--- src/rtl/tca9539_pkg.sv ---
// ---------------------------------------------------------------------------
// tca9539_pkg
// Shared types for the TCA9539 GPIO-expander model:
//   - cmd_e      : the eight command-byte register indices
//   - state_e    : I2C target front-end FSM states
//   - ADDR_BASE_DEFAULT : upper five bits of the 7-bit device address
//   - pair_toggle / addr_match : small helpers used by the front-end
// ---------------------------------------------------------------------------
package tca9539_pkg;

    typedef enum logic [2:0] {
        CMD_IN0  = 3'd0,
        CMD_IN1  = 3'd1,
        CMD_OUT0 = 3'd2,
        CMD_OUT1 = 3'd3,
        CMD_POL0 = 3'd4,
        CMD_POL1 = 3'd5,
        CMD_CFG0 = 3'd6,
        CMD_CFG1 = 3'd7
    } cmd_e;

    localparam logic [4:0] ADDR_BASE_DEFAULT = 5'b11101;

    typedef enum logic [2:0] {
        ST_IDLE     = 3'd0,
        ST_ADDR     = 3'd1,
        ST_ADDR_ACK = 3'd2,
        ST_CMD      = 3'd3,
        ST_WR_DATA  = 3'd4,
        ST_RD_DATA  = 3'd5,
        ST_IGNORE   = 3'd6
    } state_e;

    // Auto-increment only flips bit 0, so the pointer stays inside its
    // register pair (0/1, 2/3, 4/5, 6/7).
    function automatic cmd_e pair_toggle(input cmd_e ptr);
        logic [2:0] v;
        v = ptr;
        return cmd_e'({v[2:1], ~v[0]});
    endfunction

    // Compare the first seven received bits against {base, a1, a0}.
    function automatic logic addr_match(input logic [6:0] rx_addr,
                                        input logic [4:0] base,
                                        input logic       pin_a1,
                                        input logic       pin_a0);
        return (rx_addr == {base, pin_a1, pin_a0});
    endfunction

endpackage

--- src/rtl/i2c_bus_sync.sv ---
// ---------------------------------------------------------------------------
// i2c_bus_sync
// Synchronises SCL/SDA into the fast clock domain and produces single-clock
// event pulses on the synchronised signals.
// Ports:
//   i_clk, i_reset_n : clock, asynchronous active-low reset
//   i_scl, i_sda     : raw bus lines
//   o_sda            : synchronised SDA level (bit sampling)
//   o_scl_rise/fall  : SCL edge pulses
//   o_start/o_stop   : START (SDA falls, SCL high) / STOP (SDA rises, SCL high)
// ---------------------------------------------------------------------------
module i2c_bus_sync #(
    parameter int SYNC_STAGES = 2
) (
    input  logic i_clk,
    input  logic i_reset_n,
    input  logic i_scl,
    input  logic i_sda,
    output logic o_sda,
    output logic o_scl_rise,
    output logic o_scl_fall,
    output logic o_start,
    output logic o_stop
);

    logic [SYNC_STAGES-1:0] r_scl_sync;
    logic [SYNC_STAGES-1:0] r_sda_sync;
    logic                   r_scl_hist;
    logic                   r_sda_hist;
    logic                   w_scl;
    logic                   w_sda;

    assign w_scl = r_scl_sync[SYNC_STAGES-1];
    assign w_sda = r_sda_sync[SYNC_STAGES-1];

    // Synchroniser chains plus one history flop; idle bus level is high.
    always_ff @(posedge i_clk or negedge i_reset_n) begin
        if (!i_reset_n) begin
            r_scl_sync <= {SYNC_STAGES{1'b1}};
            r_sda_sync <= {SYNC_STAGES{1'b1}};
            r_scl_hist <= 1'b1;
            r_sda_hist <= 1'b1;
        end else begin
            r_scl_sync <= {r_scl_sync[SYNC_STAGES-2:0], i_scl};
            r_sda_sync <= {r_sda_sync[SYNC_STAGES-2:0], i_sda};
            r_scl_hist <= w_scl;
            r_sda_hist <= w_sda;
        end
    end

    assign o_sda      = w_sda;
    assign o_scl_rise = w_scl & ~r_scl_hist;
    assign o_scl_fall = ~w_scl & r_scl_hist;
    // SCL must be high in both samples so an SDA change that races a
    // clock edge is never mistaken for a bus condition.
    assign o_start    = w_scl & r_scl_hist & r_sda_hist & ~w_sda;
    assign o_stop     = w_scl & r_scl_hist & ~r_sda_hist & w_sda;

endmodule

--- src/rtl/tca9539_i2c_slave.sv ---
// ---------------------------------------------------------------------------
// tca9539_i2c_slave
// I2C target front-end of the TCA9539 model: address match, command byte
// capture, register write/read accesses and open-drain SDA drive.
// Ports:
//   clk, reset_n        : clock (>= 8x SCL), asynchronous active-low reset
//   a1, a0              : address select pins (sampled at address match)
//   scl, sda_in         : bus lines
//   sda_oe              : 1 pulls SDA low
//   reg_wr_en/addr/data : one-clock register write strobe
//   reg_rd_addr         : register currently selected for read
//   reg_rd_data         : combinational read data for reg_rd_addr
//   reg_rd_strobe       : one-clock pulse when a read byte is fetched
//   busy                : matched transaction in progress
// ---------------------------------------------------------------------------
module tca9539_i2c_slave
    import tca9539_pkg::*;
#(
    parameter int         SYNC_STAGES = 2,
    parameter logic [4:0] ADDR_BASE   = ADDR_BASE_DEFAULT
) (
    input  logic       clk,
    input  logic       reset_n,
    input  logic       a1,
    input  logic       a0,
    input  logic       scl,
    input  logic       sda_in,
    output logic       sda_oe,
    output logic       reg_wr_en,
    output logic [2:0] reg_wr_addr,
    output logic [7:0] reg_wr_data,
    output logic [2:0] reg_rd_addr,
    input  logic [7:0] reg_rd_data,
    output logic       reg_rd_strobe,
    output logic       busy
);

    logic w_sda;
    logic w_rise;
    logic w_fall;
    logic w_start;
    logic w_stop;

    i2c_bus_sync #(
        .SYNC_STAGES(SYNC_STAGES)
    ) u_bus_sync (
        .i_clk      (clk),
        .i_reset_n  (reset_n),
        .i_scl      (scl),
        .i_sda      (sda_in),
        .o_sda      (w_sda),
        .o_scl_rise (w_rise),
        .o_scl_fall (w_fall),
        .o_start    (w_start),
        .o_stop     (w_stop)
    );

    state_e     r_state,     w_state_nxt;
    logic [3:0] r_cnt,       w_cnt_nxt;
    logic [7:0] r_shift,     w_shift_nxt;
    cmd_e       r_ptr,       w_ptr_nxt;
    logic       r_rw,        w_rw_nxt;
    logic       r_oe,        w_oe_nxt;
    logic       r_busy,      w_busy_nxt;
    logic       r_wr_en,     w_wr_en_nxt;
    logic [2:0] r_wr_addr,   w_wr_addr_nxt;
    logic [7:0] r_wr_data,   w_wr_data_nxt;
    logic       r_rd_strobe, w_rd_strobe_nxt;
    logic [7:0] w_byte;

    // Byte as it stands once the bit on the current SCL rise is shifted in.
    assign w_byte = {r_shift[6:0], w_sda};

    // Next-state and datapath decode; r_cnt counts received bits 0..8, the
    // rise after count 8 is the ACK clock and wraps the count to 0.
    always_comb begin
        w_state_nxt     = r_state;
        w_cnt_nxt       = r_cnt;
        w_shift_nxt     = r_shift;
        w_ptr_nxt       = r_ptr;
        w_rw_nxt        = r_rw;
        w_oe_nxt        = r_oe;
        w_busy_nxt      = r_busy;
        w_wr_en_nxt     = 1'b0;
        w_wr_addr_nxt   = r_wr_addr;
        w_wr_data_nxt   = r_wr_data;
        w_rd_strobe_nxt = 1'b0;

        // The strobe cycle is when reg_rd_addr already shows the new pointer,
        // so the read byte is captured one clock after the strobe is raised.
        if (r_rd_strobe) begin
            w_shift_nxt = reg_rd_data;
        end else begin
            w_shift_nxt = r_shift;
        end

        if (w_stop) begin
            w_state_nxt = ST_IDLE;
            w_cnt_nxt   = 4'd0;
            w_oe_nxt    = 1'b0;
            w_busy_nxt  = 1'b0;
        end else if (w_start) begin
            w_state_nxt = ST_ADDR;
            w_cnt_nxt   = 4'd0;
            w_oe_nxt    = 1'b0;
        end else begin
            case (r_state)
                ST_IDLE: begin
                    w_oe_nxt = 1'b0;
                end
                ST_ADDR: begin
                    if (w_rise) begin
                        w_shift_nxt = w_byte;
                        w_cnt_nxt   = r_cnt + 4'd1;
                        if (r_cnt == 4'd7) begin
                            if (addr_match(w_byte[7:1], ADDR_BASE, a1, a0)) begin
                                w_state_nxt = ST_ADDR_ACK;
                                w_rw_nxt    = w_byte[0];
                                w_busy_nxt  = 1'b1;
                            end else begin
                                w_state_nxt = ST_IGNORE;
                                w_busy_nxt  = 1'b0;
                            end
                        end else begin
                            w_state_nxt = ST_ADDR;
                        end
                    end else begin
                        w_oe_nxt = 1'b0;
                    end
                end
                ST_ADDR_ACK: begin
                    if (w_fall) begin
                        w_oe_nxt = 1'b1;
                    end else if (w_rise) begin
                        w_cnt_nxt = 4'd0;
                        if (r_rw) begin
                            w_state_nxt     = ST_RD_DATA;
                            w_rd_strobe_nxt = 1'b1;
                        end else begin
                            w_state_nxt = ST_CMD;
                        end
                    end else begin
                        w_state_nxt = ST_ADDR_ACK;
                    end
                end
                ST_CMD, ST_WR_DATA: begin
                    if (w_fall) begin
                        // ACK is held from the fall after bit 8 to the fall after the ACK clock.
                        w_oe_nxt = (r_cnt == 4'd8);
                    end else if (w_rise && (r_cnt < 4'd8)) begin
                        w_shift_nxt = w_byte;
                        w_cnt_nxt   = r_cnt + 4'd1;
                        if (r_cnt == 4'd7) begin
                            if (r_state == ST_CMD) begin
                                w_ptr_nxt = cmd_e'(w_byte[2:0]);
                            end else begin
                                w_wr_en_nxt   = 1'b1;
                                w_wr_addr_nxt = r_ptr;
                                w_wr_data_nxt = w_byte;
                            end
                        end else begin
                            w_ptr_nxt = r_ptr;
                        end
                    end else if (w_rise) begin
                        w_cnt_nxt   = 4'd0;
                        w_state_nxt = ST_WR_DATA;
                        if (r_state == ST_WR_DATA) begin
                            w_ptr_nxt = pair_toggle(r_ptr);
                        end else begin
                            w_ptr_nxt = r_ptr;
                        end
                    end else begin
                        w_cnt_nxt = r_cnt;
                    end
                end
                ST_RD_DATA: begin
                    if (w_fall) begin
                        // Open drain: a 0 data bit pulls low, a 1 releases.
                        w_oe_nxt = (r_cnt < 4'd8) ? ~r_shift[7] : 1'b0;
                    end else if (w_rise && (r_cnt < 4'd8)) begin
                        w_shift_nxt = {r_shift[6:0], 1'b0};
                        w_cnt_nxt   = r_cnt + 4'd1;
                    end else if (w_rise) begin
                        w_cnt_nxt = 4'd0;
                        if (!w_sda) begin
                            w_ptr_nxt       = pair_toggle(r_ptr);
                            w_rd_strobe_nxt = 1'b1;
                        end else begin
                            w_state_nxt = ST_IGNORE;
                        end
                    end else begin
                        w_cnt_nxt = r_cnt;
                    end
                end
                ST_IGNORE: begin
                    w_oe_nxt = 1'b0;
                end
                default: begin
                    w_state_nxt = ST_IDLE;
                    w_oe_nxt    = 1'b0;
                    w_busy_nxt  = 1'b0;
                end
            endcase
        end
    end

    // State and datapath registers; reset releases SDA asynchronously.
    always_ff @(posedge clk or negedge reset_n) begin
        if (!reset_n) begin
            r_state     <= ST_IDLE;
            r_cnt       <= 4'd0;
            r_shift     <= 8'd0;
            r_ptr       <= CMD_IN0;
            r_rw        <= 1'b0;
            r_oe        <= 1'b0;
            r_busy      <= 1'b0;
            r_wr_en     <= 1'b0;
            r_wr_addr   <= 3'd0;
            r_wr_data   <= 8'd0;
            r_rd_strobe <= 1'b0;
        end else begin
            r_state     <= w_state_nxt;
            r_cnt       <= w_cnt_nxt;
            r_shift     <= w_shift_nxt;
            r_ptr       <= w_ptr_nxt;
            r_rw        <= w_rw_nxt;
            r_oe        <= w_oe_nxt;
            r_busy      <= w_busy_nxt;
            r_wr_en     <= w_wr_en_nxt;
            r_wr_addr   <= w_wr_addr_nxt;
            r_wr_data   <= w_wr_data_nxt;
            r_rd_strobe <= w_rd_strobe_nxt;
        end
    end

    assign sda_oe        = r_oe;
    assign reg_wr_en     = r_wr_en;
    assign reg_wr_addr   = r_wr_addr;
    assign reg_wr_data   = r_wr_data;
    assign reg_rd_addr   = r_ptr;
    assign reg_rd_strobe = r_rd_strobe;
    assign busy          = r_busy;

endmodule

--- config.mk ---
export PLATFORM = sky130hd
export DESIGN_NAME = tca9539_i2c_slave
export DESIGN_NICKNAME = d
export VERILOG_FILES = /design/src/rtl/tca9539_pkg.sv /design/src/rtl/i2c_bus_sync.sv /design/src/rtl/tca9539_i2c_slave.sv
export SDC_FILE = /design/constraint.sdc
export NUM_CORES = 1
export LEC_CHECK = 0
export ABC_AREA = 1
export ABC_CLOCK_PERIOD_IN_PS = 1600
export CORE_UTILIZATION = 35
export DETAILED_ROUTE_END_ITERATION = 6
export PLACE_DENSITY = 0.56
export SLEW_MARGIN = 0
export SYNTH_ARGS = -nofsm -noshare
export SYNTH_HDL_FRONTEND = slang
export SYNTH_SLANG_ARGS = --single-unit
export TNS_END_PERCENT = 50
--- constraint.sdc ---
create_clock -name clk -period 1.6 [get_ports clk]
set_input_delay 0.48 -clock clk [delete_from_list [all_inputs] [get_ports clk]]
set_output_delay 0.48 -clock clk [all_outputs]
set_load 0.01 [all_outputs]
==> results.md <==
- F_max: 0.653 GHz
- Layout cells sized above 1: 26.4%
- Hold slack final: 0.0665 ns
- Synth Net Count: 319
- Yosys warns: 0
- Final setup fails: 0
- Hold Crit Class: in -> async
- Crit end category: flop
- Die Y: 82.8 µm
- Max-cap violations: 0
- Power Density: 1070 nW/µm²
- IO Count: 32
- Distinct cells, synth: 30
- Synth cell count leaders: nand2_1, inv_1, dfrtp_1
- WL final: 6170 µm
- Placed inst area: 2900 µm²
- Max incr delay on CP: 0.55 ns
- Nets: 398
- Mapped Cells: 303
- CTS Sinks: 40
- Crit path kind: reg -> reg
- Total GRT Usage: 19.4%
- Root Driver: clkbuf_8
- Dpl hpwl: 4350 µm
- RSZ-0062 raised after global routing: true
- Top cell type's share of synthesized area: 37.3%
- Synth top area cells: dfrtp_1, nand2_1, dfstp_2, inv_1, o21ai_0
- CP max stage cell: dfstp_2
- Sw Share: 36.2%
- Slew Viols, Final: 0
- CP startpoint kind: flop
- Cell chain of the critical path: buf_6 > nand4_1 > buf_4 > nand4_1 > buf_4 > nand3_4 > nand2_1 > o21ai_1
- P_int: 2.17 mW
- Relative slew slack: 73.0%
- Combinational Power Share: 35.4%
- Most common cell in the netlist: nand2_1
- Worst vdd ir: 0.000795 V
- TritonCTS buffer count: 5
- Worst-Skew Late Latency: 0.31 ns
- GRT Residual Overflow: 0
- Clock Path Buffers: 2
- Worst-path clk slew: 0.09 ns
- # port buffers: 31
- Final Cell Area: 3200 µm²
- Drt via density: 4.78
- Fin crit share: 95.7%
- Max Clock Skew: 0.00780 ns
- Status: finished, final reports clean
- CTS tree: yes
- Initial antenna violation count: 0
- Rows: 29
- Yosys reg bits: 40
- Pre-antenna DRT Iters: 4
- NetSw: 1.23 mW
- Crit path DAT: 1.73 ns
- Placeable core area: 6310 µm²
- Post-synth EDFFs: 0
- Area leader, netlist: dfrtp_1
- Seq/Total Area, Yosys: 44.2%
- Final Hold Violating Endpoints: 0
- H-tree levels: 2
- Mapped cell area: 2280 µm²
- Area delta synth->final: 40.1%
- Pleak: 1.67 nW
- Final Critical Period: 1.53 ns
- Die footprint: 6850 µm²
- Largest net degree at the start of global routing: 29
- DRC viols: 0
- Vias in the first global route: 2005
- N_diodes: 0
- Clock share of power: 25.9%
- Die Width: 82.8 µm
- Sequential share of power: 38.7%
- CP required: 1.79 ns
- Ys async rst share: 100%
- First-pass GRT wire length: 9850 µm
- Wire per inst: 13.4 µm
- Number of routed nets with antenna violations: 0
- Via count: 2197
- Worst-margin pin slew: 0.400 ns
- Ys flop type: dfrtp_1
- Starting Density: 36.2%
- RePlAce Congestion: 0.870
- Violation count after the first detailed-route iteration: 125
- CP max FO: 6
- Syn Area/Cell: 7.54 µm²
worst max-delay path: cells and delay by family, from the launching register on:
kind / cells / cell delay (ns)
AO/OA/AOI/OAI: 1 / 0.05
buffers and inverters: 3 / 0.42
flip-flops: 1 / 0.55
AND/OR/NAND/NOR: 4 / 0.40
what timing repair did:
action,in CTS,in global routing
hold endpoints to repair,0,0
endpoints found under the setup margin,42,30
pin swaps,1,11
resized for setup,22,26
cloned,1,0
hold buffers,0,0
buffers inserted,5,10
per-stage QoR:
stage	setup WS (ns)	util, %	total power, mW	instances	TNS (ns)
detailed placement	-0.103	45.9	2.44	436	-0.232
global placement	-0.0651	45.9	2.43	436	-0.162
global route	-0.0425	50.7	3.67	460	-0.119
floorplan	0.136	-	2.04	303	0
finish	0.0686	50.7	3.41	460	0
CTS	0.0154	48.3	3.35	450	0
final cells by class:
cell class,instances,area (µm²)
flip-flops and latches,40,1010
inverters,39,154
multi-input cells,217,1150
clock inverters,3,46.3
fillers,632,3110
clock buffers,5,68.8
well taps,77,96.3
repair buffers,79,673
state kept, by name (all words and copies together), names as in the netlist:
name and flops:
r_shift 8, r_cnt 4, reg_wr_en 1, reg_wr_addr 3
busy 1, r_rw 1, reg_wr_data 8, u_bus_sync.r_sda_hist 1
u_bus_sync.r_scl_sync 2, reg_rd_addr 3, r_state 3, u_bus_sync.r_scl_hist 1
sda_oe 1, u_bus_sync.r_sda_sync 2, reg_rd_strobe 1
power groups by stage:
stage	logic, mW	registers (mW)	clock network, mW
global placement	1.07	1.36	0
CTS	1.10	1.34	0.914
finish	1.21	1.32	0.882
detailed placement	1.07	1.36	0
floorplan	0.699	1.34	0
global route	1.36	1.35	0.961
kinds of logic (layout without fill, tap and decap cells):
kind of cell    count (synthesis)  in the layout  share of synthesized area [%]
simple gates                  160            161                           32.6
compound gates                 52             52                           11.9
xor+xnor                        2              2                           1.10
flops                          40             40                           44.2
fa+ha+maj                       2              2                           1.10
buf+inv                        47            126                           9.15
layout by cell type, fill, tap and decap left out, types with 6 or more instances in the layout:
cell type / synthesis / final
a21oi_1: 10 / 10
buf_4: 2 / 43
clkdlybuf4s50_1: 0 / 12
dfrtp_1: 34 / 31
dfstp_2: 6 / 6
dlygate4sd2_1: 0 / 18
inv_1: 35 / 33
nand2_1: 93 / 86
nand2_2: 2 / 9
nand3_1: 22 / 22
nor2_1: 23 / 20
o21ai_0: 26 / 24
o21ai_1: 12 / 14
layer usage:
layer	global-route usage [%]	up-vias	part of all wire, %	wire, µm
met4	4.66	0	1.4	89
met3	3.93	8	2.2	138
li1	-	1133	-	-
met2	30.4	30	45	2810
met5	0	-	0	0
met1	27.4	1026	51	3130
path summary, 6_finish.rpt:
check	endpoint	start	slack [ns]	depth (start not counted)
min	r_state[0]$_DFFE_PN0P_	reset_n	0.07	1
max in group asynchronous	u_bus_sync.r_sda_sync[1]$_DFF_PN1_	reset_n	0.99	2
min in group clk	u_bus_sync.r_sda_sync[1]$_DFF_PN1_	u_bus_sync.r_sda_sync[0]$_DFF_PN1_	0.36	0
max	r_cnt[0]$_DFFE_PN0P_	u_bus_sync.r_scl_sync[1]$_DFF_PN1_	0.07	8
max reg2reg	r_cnt[0]$_DFFE_PN0P_	u_bus_sync.r_scl_sync[1]$_DFF_PN1_	0.07	8
min reg2reg	u_bus_sync.r_sda_sync[1]$_DFF_PN1_	u_bus_sync.r_sda_sync[0]$_DFF_PN1_	0.36	0
No activity file was read; power rests on OpenSTA's default activity.
